==> src/rtl/hazard_scoreboard.sv <==
// Per-register readiness scoreboard for the ID stage: stalls, bubbles and fetch flushes.
// Optional stall performance counter enabled by defining HAZ_PERF_CNT_EN.
module hazard_scoreboard #(
    parameter int REG_AW       = 5,
    parameter int LOAD_LAT     = 1,
    parameter int BRANCH_IN_ID = 1
) (
    input  logic              clk,
    input  logic              rst_n,
    input  logic              id_valid,
    input  logic [REG_AW-1:0] id_rs,
    input  logic [REG_AW-1:0] id_rt,
    input  logic              id_use_rs,
    input  logic              id_use_rt,
    input  logic              id_is_branch,
    input  logic              id_wr_en,
    input  logic [REG_AW-1:0] id_wr_rd,
    input  logic              id_is_load,
    input  logic              br_taken,
    input  logic              jump,
    output logic              pc_write,
    output logic              ifid_write,
    output logic              idex_flush,
    output logic              if_flush
`ifdef HAZ_PERF_CNT_EN
    ,
    output logic [31:0]       stall_cycles
`endif
);

    localparam int NREG = 1 << REG_AW;
    localparam int CW   = $clog2(LOAD_LAT + 2);

    typedef logic [CW-1:0] cnt_t;

    localparam cnt_t LOAD_SET = cnt_t'(LOAD_LAT + 1);
    localparam cnt_t ALU_SET  = cnt_t'(1);

    cnt_t cnt_q [NREG];
    cnt_t cnt_d [NREG];

    logic stall;
    logic issue;
    cnt_t need;
    logic rs_blocked;
    logic rt_blocked;

    // A branch compared in ID needs its operands one cycle earlier than an EX consumer.
    always_comb begin
        need       = (id_is_branch && (BRANCH_IN_ID != 0)) ? '0 : cnt_t'(1);
        rs_blocked = id_use_rs && (id_rs != '0) && (cnt_q[id_rs] > need);
        rt_blocked = id_use_rt && (id_rt != '0) && (cnt_q[id_rt] > need);
        stall      = id_valid && (rs_blocked || rt_blocked);
        issue      = id_valid && !stall;
    end

    // NOTE: every cnt_d entry gets a default before the conditional override, so no latch is inferred.
    always_comb begin
        for (int r = 0; r < NREG; r++) begin
            cnt_d[r] = (cnt_q[r] != '0) ? cnt_q[r] - cnt_t'(1) : '0;
        end
        if (issue && id_wr_en && (id_wr_rd != '0)) begin
            cnt_d[id_wr_rd] = id_is_load ? LOAD_SET : ALU_SET;
        end
        cnt_d[0] = '0;
    end

    // NOTE: the scoreboard is reset in full; stale counts after reset would cause phantom stalls.
    always_ff @(posedge clk or negedge rst_n) begin
        if (!rst_n) begin
            for (int r = 0; r < NREG; r++) begin
                cnt_q[r] <= '0;
            end
        end else begin
            // NOTE: non-blocking so every counter updates from the same pre-edge snapshot.
            for (int r = 0; r < NREG; r++) begin
                cnt_q[r] <= cnt_d[r];
            end
        end
    end

    always_comb begin
        pc_write   = !stall;
        ifid_write = !stall;
        idex_flush = stall;
        if_flush   = issue && ((id_is_branch && br_taken) || jump);
    end

`ifdef HAZ_PERF_CNT_EN
    logic [31:0] stall_cnt_q;
    logic [31:0] stall_cnt_d;

    always_comb begin
        stall_cnt_d = stall_cnt_q;
        if (stall && (stall_cnt_q != 32'hFFFF_FFFF)) begin
            stall_cnt_d = stall_cnt_q + 32'd1;
        end
    end

    always_ff @(posedge clk or negedge rst_n) begin
        if (!rst_n) begin
            stall_cnt_q <= '0;
        end else begin
            stall_cnt_q <= stall_cnt_d;
        end
    end

    assign stall_cycles = stall_cnt_q;
`endif

endmodule

==> config.mk <==
export PLATFORM = sky130hd
export DESIGN_NAME = hazard_scoreboard
export DESIGN_NICKNAME = d
export VERILOG_FILES = /design/src/rtl/hazard_scoreboard.sv
export SDC_FILE = /design/constraint.sdc
export NUM_CORES = 1
export LEC_CHECK = 0
export CORE_UTILIZATION = 54
export DETAILED_ROUTE_END_ITERATION = 8
export PLACE_DENSITY = 0.88
export RECOVER_POWER = 25
export SYNTH_ARGS = -nofsm -noshare
export SYNTH_HDL_FRONTEND = slang
export SYNTH_SLANG_ARGS = --single-unit
==> constraint.sdc <==
create_clock -name clk -period 5.3 [get_ports clk]
set_input_delay 1.06 -clock clk [delete_from_list [all_inputs] [get_ports clk]]
set_output_delay 1.06 -clock clk [all_outputs]
set_load 0.005 [all_outputs]
[After elaboration in Yosys (flattened, before gate mapping)]
Cells that the tools add are included.
Operators by class
  $add $sub $neg: 31
  order comparisons: 6
  muxes and demuxes: 43
  bitwise logic cells: 3
  reductions and logical operators: 48
Operator list (count)
  2-bit two-way mux: 37
  64-bit bitwise mux: 1
  62-bit two-way mux: 1
  2-bit nonzero test: 31
  2-bit by 1-bit subtractor with 2-bit output (second input constant): 31
  2-bit binary-select mux with 5-bit select: 2
  6-bit >= comparator (second input constant): 3
  5-bit inverter with 6-bit output: 3
  5-bit nonzero test: 3
  1-bit logical AND: 11
  2-bit demux with 5-bit select: 1
  6-bit by 1-bit < comparator with 1-bit output (second input constant): 1
  2-bit by 1-bit > comparator with 1-bit output: 2
  1-bit logical OR: 2
  1-bit zero test: 1
  1-bit two-way mux: 1
Storage, ports and cells
  flip-flop bits (word level): 62
  input bits: 25
  output and inout bits: 4
  logic and storage cells: 162

[Logic depth before layout (Yosys ltp)]
Gate-level depths: netlist of the first run.
  word-level depth: 13
  mapped depth: 14
  gate-level depth less buffers: 10

[Worst setup path before layout of the first run]
OpenSTA, ideal clock, no wires.
  path kind: input port to output port
  start: input id_rs[0]
  end: output if_flush
  data arrival time: 4120 ps
  required time: 4240 ps
  slack: 120 ps
  stages: 11
  buffers on the path: 3
  cells stage by stage: clkbuf_1 buf_1 mux4_2 mux4_2 mux2i_1 ha_1 o221ai_1 a31oi_1 clkbuf_1 nand2_1 nor3b_1
On the way
  word-level cells in the longest chain between the ends: 11
  elaborated cells on any way between the ends: 13
  classes of those cells: 1 x order compare; 3 x mux; 1 x bitwise; 8 x reduce/logical
Ends and longest elaborated chain
  start, declared: RTL line 11  | input logic [REG_AW-1:0] id_rs,
  5-bit inverter with 6-bit output (not written as such): RTL line 51  | rs_blocked = id_use_rs && (id_rs != '0) && (cnt_q[id_rs] > need);
  2-bit binary-select mux with 5-bit select: RTL line 51
  2-bit two-way mux (not written as such) (2 in a row): RTL line 51
  2-bit by 1-bit > comparator with 1-bit output: RTL line 51
  1-bit logical AND (*): RTL line 51
  1-bit logical OR (*): RTL line 53  | stall = id_valid && (rs_blocked || rt_blocked);
  1-bit logical AND (*): RTL line 53
  1-bit zero test (*): RTL line 54  | issue = id_valid && !stall;
  1-bit logical AND (*): RTL line 54
  1-bit logical AND (*): RTL line 86  | if_flush = issue && ((id_is_branch && br_taken) || jump);
  end, declared: RTL line 24  | output logic if_flush
Mark *: on every way between the ends. The rest lies on a longest branch, timed or not. The select of a mux whose other input is x is not followed.

[Worst setup path after layout of the first run]
  start: input id_rt[2]
  end: output idex_flush
On the way
  word-level cells in the longest chain between the ends: 8
  elaborated cells on any way between the ends: 10
  classes of those cells: 1 x order compare; 3 x mux; 1 x bitwise; 5 x reduce/logical
Ends and longest elaborated chain
  start, declared: RTL line 12  | input logic [REG_AW-1:0] id_rt,
  5-bit inverter with 6-bit output (not written as such): RTL line 52  | rt_blocked = id_use_rt && (id_rt != '0) && (cnt_q[id_rt] > need);
  2-bit binary-select mux with 5-bit select: RTL line 52
  2-bit two-way mux (not written as such) (2 in a row): RTL line 52
  2-bit by 1-bit > comparator with 1-bit output: RTL line 52
  1-bit logical AND (*): RTL line 52
  1-bit logical OR (*): RTL line 53
  1-bit logical AND (*): RTL line 53
  end, declared: RTL line 23  | output logic idex_flush,
Marks and branches as above.

==> results of run 1 <==
repair_timing:
item | in CTS | in global routing
resized for setup | 8 | 8
pin swaps | 2 | 2
setup endpoints to repair | 4 | 3
cloned | 1 | 1
buffers inserted | 1 | 4
worst min path at each step:
stage          cells after the start  startpoint  slack (ns)         to
2_1_floorplan                      2   cnt_q[51]        0.53  cnt_q[51]
3_3_place_gp                       2   cnt_q[23]        0.55  cnt_q[23]
3_5_place_dp                       2   cnt_q[52]        0.57  cnt_q[53]
4_1_cts                            2   cnt_q[59]        0.58  cnt_q[59]
5_1_grt                            2   cnt_q[35]        0.60  cnt_q[35]
6_report                           2   cnt_q[25]        0.58  cnt_q[25]
critical path: cells and delay by family:
kind	cells	cell delay (ns)
buf+inv	2	1.03
simple gates	4	0.79
compound gates	3	1.19
cells in the mapped netlist (all sizes together) (3+ instances only):
| master | count |
|---|---|
| nor2 | 19 |
| nor2b | 3 |
| nand4 | 19 |
| mux2i | 73 |
| nand2 | 44 |
| mux4 | 28 |
| a21oi | 3 |
| nand2b | 33 |
| clkbuf | 14 |
| nor3b | 6 |
| nand3 | 15 |
| a22oi | 3 |
| nand3b | 3 |
| buf | 10 |
| and2 | 3 |
| dfrtp | 62 |
| nor3 | 3 |
| mux2 | 4 |
| inv | 4 |
metal layers:
metal	global-route usage, %	vias to the layer above	part of all wire [%]
met4	12.2	0	3.6
li1	-	1450	-
met1	39.7	1659	39
met5	0	-	0
met3	9.33	45	9.2
met2	49.5	191	48
power by group through the flow:
stage                     clock network, uW  logic, uW  registers [uW]
after floorplan                           0       66.8             485
after detailed placement                  0        128             486
after global routing                    481        151             477
after global placement                    0        124             485
final                                   456        142             477
after CTS                               460        135             477
area by class of cell:
| cell class | count | area (sq um) | share of cell area, % |
|---|---|---|---|
| clock buffers | 12 | 145 | 2.99 |
| clock inverters | 3 | 68.8 | 1.42 |
| inverters | 4 | 15.0 | 0.309 |
| multi-input cells | 281 | 2440 | 50.3 |
| flip-flops and latches | 62 | 1550 | 31.9 |
| well taps | 99 | 124 | 2.55 |
| repair buffers | 53 | 512 | 10.5 |
stage by stage:
stage                     hold WS (ns)  setup WS [ns]  util, %  total power [uW]  setup TNS, ns
after floorplan                  0.529          0.120        -               552              0
after global placement           0.548        -0.0944     62.5               610         -0.151
after detailed placement         0.567         -0.252     62.5               613         -0.661
after CTS                        0.576       -0.00352     66.4              1070       -0.00352
after global routing             0.601         0.0398     67.0              1110              0
final                            0.578          0.184     67.0              1070              0
logic make-up (layout without fill, tap and decap cells):
group           after synthesis  in the layout  synth area share (%)
compound gates               21             21                  4.09
mux                         105            105                  34.6
simple gates                153            153                  19.5
flops                        62             62                  38.1
fa+ha+maj                     2              2                 0.615
buf+inv                      28             72                  3.08
==> qor.csv, run 1 <==
metric;value;unit
outcome;finished with violations;
failing checks;capacitance limit, slew limit;
Tightest Hold Check Type;flip-flop to flip-flop;
CTS clk-pin slew, worst paths;0.06;ns
Final Hold Viols;0;
die area;7880;sq um
Clock Skew;0.00795;ns
Max H-tree Level;3;
EDFF count, synth;0;
period utilization;96.5;%
residual DRC count;0;
Max Freq;0.195;GHz
initial antenna violation count;0;
depth of the most critical reg-to-reg path;9;
Die Ht;88.8;microns
Max Root-Sink Buffers;2;
Worst EP arrival;4.06;ns
Post-Route WL;11.2;mm
total gr overflow;0;
fin cells;514;
fillers;530;
Vias;3345;
Critical Path Source Type;input pin;
combinational group share of total power;13.2;%
CP max-delay cell;o41ai_1;
Setup CP Type;input pin to output port;
Power Density;221;nW/um^2
Cells after Synth;371;
Top Ports;29;
core area;7250;sq um
Detail Route Antenna Nets;0;
GRT Total Usage;31.0;%
RR Startpoint;cnt_q[26];
Post-Syn Area per Cell;11.0;sq um
clock latency at the later pin of the worst-skew pair;0.35;ns
GPL Wtd Cong;0.957;
Wirelength per Cell;21.9;microns
Initial DRT Pass Iterations;5;
CTS tree;built;
relative slew slack;-117;%
r2r endpoint;cnt_q[25];
nets@finish;438;
CP Capture Type;output port;
FFs w/ async S/R, synth;100;%
total internal power;814;uW
first-pass GRT wire length;17.6;mm
MaxCap Viol Count;1;
Switching Share;24.3;%
# rows;31;
First DRT Iteration DRCs;439;
die width;88.8;microns
RSZ-0062 raised after global routing;false;
fin. max-slew vios;63;
post-synth top area cell;dfrtp_1;
sequential power share;44.4;%
synthesized flop and latch total;62;
critical-path cell list;clkdlybuf4s50_1, or2_2, o41ai_1, a211o_1, nand2_1, a211oi_4, nand2_2, and2_1, clkdlybuf4s50_1;
Synthesized Nets;398;
post-placement cell area;4530;sq um
Worst Tran Pin Value;3.25;ns
design area;4860;sq um
number of flip-flops in the largest register;62;
Leak;0.00237;uW
cells taking the most area after synthesis;dfrtp_1, mux2i_1, mux4_2;
VDD IR max;133;uV
r2r setup slk;2.04;ns
CTS root buffer;clkbuf_8;
commonest non-fill, non-tap cells in the layout;mux2i_1, dfrtp_1, nand2_1, nand2b_1, mux4_2;
Crit. Startpoint;id_rt[2];
Area Growth Syn to Fin;19.5;%
Synth Flop Type;dfrtp_1;
Switch Pwr;261;uW
Netlist cell types;38;
CP required;4.24;ns
vias per cell;6.51;
crit path to;idex_flush;
largest net degree at the start of global routing;63;
vias in the first global route;3339;
total CTS buffers;9;
crit path time final;5.12;ns
CTS sink count;62;
hold buffers post-CTS;0;
commonest non-fill, non-tap cell in the layout;mux2i_1;
sequential cell area fraction in the yosys report;38.1;%
Clk pwr share;42.4;%
Top Registers;cnt_q: 62 flops;
Yosys warning count;0;
Crit Path Max Fanout;7;
share of layout cells above drive strength 1;19.5;%
dpl cells;492;
hpwl dp;7.52;mm
share of the synthesized area in the top cell type;38.1;%
Post-Syn Area;4070;sq um
final setup fails;0;
Port Buffer Count;28;
# diodes;0;
Crit path largest cell delay;0.62;ns
Largest Register;cnt_q;
most used cell, CP;clkdlybuf4s50_1;
initial cell density of the core;56.1;%
Power figures use the tool's default switching activity.
==> run 2: changes to the inputs <==
- CAP_MARGIN: not set -> 20
==> qor.csv, run 2 (synthesized netlist as in run 1, its figures left out) <==
metric;value;unit;change
crit path to;idex_flush;;
Vias;3374;;+0.87%
Post-Route WL;11.2;mm;-0.68%
commonest non-fill, non-tap cell in the layout;mux2i_1;;
Place WS;-0.252;ns;unchanged
design area;4870;sq um;+0.31%
GRT Total Usage;31.0;%;unchanged
Leak;0.00238;uW;+0.31%
CTS tree;built;;
fillers;529;;-0.19%
Crit Path Max Fanout;6;;-1
Die Ht;88.8;microns;unchanged
worst path bufs/invs;4;;+2
hold buffers post-CTS;0;;unchanged
largest net degree at the start of global routing;63;;unchanged
CTS clk-pin slew, worst paths;0.06;ns;about the same
Worst EP arrival;4.07;ns;about the same
RR Startpoint;cnt_q[36];;
Crit path depth;12;;+3
total gr overflow;0;;unchanged
initial antenna violation count;0;;unchanged
vias per cell;6.55;;+0.67%
Final Hold Viols;0;;unchanged
period utilization;96.7;%;+0.21 points
final setup fails;0;;unchanged
final hold slack;0.576;ns;-0.00247 ns
core area;7250;sq um;unchanged
first-pass GRT wire length;17.6;mm;unchanged
Detail Route Antenna Nets;0;;unchanged
Max H-tree Level;3;;unchanged
min-delay src;cnt_q[61];;
Max Root-Sink Buffers;2;;unchanged
VDD IR max;132;uV;-0.59%
Max Freq;0.195;GHz;-0.22%
crit path time final;5.13;ns;+0.0113 ns
Setup CP Type;input pin to output port;;
CTS sink count;62;;unchanged
vias in the first global route;3339;;unchanged
outcome;finished with violations;;
Power Density;221;nW/um^2;-0.26%
r2r setup slk;2.06;ns;+0.02 ns
hpwl dp;7.52;mm;unchanged
failing checks;capacitance limit, slew limit;;
GPL Wtd Cong;0.957;;unchanged
total CTS buffers;9;;unchanged
Area Growth Syn to Fin;19.8;%;
CTS root buffer;clkbuf_8;;
Crit path largest cell delay;0.50;ns;-0.12 ns
Worst Tran Pin Value;3.23;ns;-0.0230 ns
register area;1550;sq um;unchanged
RSZ-0062 raised after global routing;false;;
commonest non-fill, non-tap cells in the layout;mux2i_1, dfrtp_1, nand2_1, nand2b_1, mux4_2;;
final setup TNS;0;ns;unchanged
Crit. Startpoint;id_rs[0];;
relative slew slack;-115;%;+1.5 points
number of flip-flops in the largest register;62;;unchanged
Multi-input gate area;2440;sq um;unchanged
residual DRC count;0;;unchanged
Top Registers;cnt_q: 62 flops;;
critical-path cell list;dlymetal6s2s_1, buf_12, buf_4, mux4_2, mux4_2, mux2i_1, ha_1, o221ai_2, a31oi_4, nand2_2, and2_1, clkdlybuf4s50_1;;
Port Buffer Count;28;;unchanged
Initial DRT Pass Iterations;7;;+2
Critical Path Source Type;input pin;;
initial cell density of the core;56.1;%;unchanged
# rows;31;;unchanged
post-placement cell area;4530;sq um;unchanged
Tightest Hold Check Type;flip-flop to flip-flop;;
r2r endpoint;cnt_q[30];;
depth of the most critical reg-to-reg path;9;;unchanged
CP max-delay cell;mux4_2;;
fin. max-slew vios;63;;unchanged
Largest Register;cnt_q;;
CP required;4.24;ns;about the same
Clock Skew;0.00658;ns;-0.00137 ns
# diodes;0;;unchanged
CP Capture Type;output port;;
die area;7880;sq um;unchanged
nets@finish;439;;+0.23%
Top Ports;29;;unchanged
clock latency at the later pin of the worst-skew pair;0.35;ns;about the same
MaxCap Viol Count;1;;unchanged
First DRT Iteration DRCs;411;;-6.4%
CP top delay family;multiplexers;;
Wirelength per Cell;21.7;microns;-0.87%
share of layout cells above drive strength 1;19.7;%;+0.19 points
die width;88.8;microns;unchanged
most used cell, CP;mux4_2;;
Final WS setup;0.173;ns;-0.0113 ns
==> run 2: per-stage QoR <==
| step | std cells | total power (uW) | utilization [%] |
|---|---|---|---|
| floorplan | 371 | 552 | - |
| global placement | 492 | 610 | 62.5 |
| detailed placement | 492 | 613 | 62.5 |
| CTS | 509 | 1070 | 66.4 |
| global route | 515 | 1110 | 67.2 |
| finish | 515 | 1080 | 67.2 |
==> run 2: worst reg2reg max path, cell delays in order, from the launching register on <==
cell      delay (ns)
dfrtp_1         0.44
mux4_2          0.47
mux4_2          0.51
mux2i_1         0.16
ha_1            0.20
o221ai_2        0.15
a31oi_4         0.28
buf_4           0.34
nand4_1         0.33
mux2i_1         0.21
==> run 2: layer usage <==
metal  GRT usage, %  vias up  share of wire, %
met5              0        -                 0
met4           12.2        0               3.5
met3           9.33       46                10
met2           49.5      201                48
met1           39.7     1673                38
li1               -     1454                 -
==> run 2: layout make-up <==
| class | count | area share, % |
|---|---|---|
| sequential | 62 | 31.8 |
| clock inverter | 3 | 1.41 |
| tap | 99 | 2.54 |
| clock buffer | 12 | 2.98 |
| inverter | 4 | 0.308 |
| timing repair buffer | 54 | 10.8 |
| multi-input combinational | 281 | 50.1 |
==> run 2: repair_timing <==
item / in CTS / in global routing
hold endpoints to repair: 0 / 0
pin swaps: 2 / 2
gates cloned: 1 / 1
setup endpoints to repair: 4 / 3
resized for setup: 8 / 8
setup buffers: 1 / 4
==> run 2: report_power, final <==
group | total (uW) | switching [uW] | internal (uW)
logic | 143 | 79.6 | 63.5
clock network | 455 | 179 | 276
registers | 477 | 2.06 | 475
total | 1080 | 261 | 815
==> run 2: how the worst min path moves through the flow <==
stage	endpoint	slack, ns	cells after the start
6_report	cnt_q[61]	0.58	2
5_1_grt	cnt_q[35]	0.60	2
4_1_cts	cnt_q[59]	0.58	2
3_5_place_dp	cnt_q[53]	0.57	2
3_3_place_gp	cnt_q[23]	0.55	2
2_1_floorplan	cnt_q[51]	0.53	2
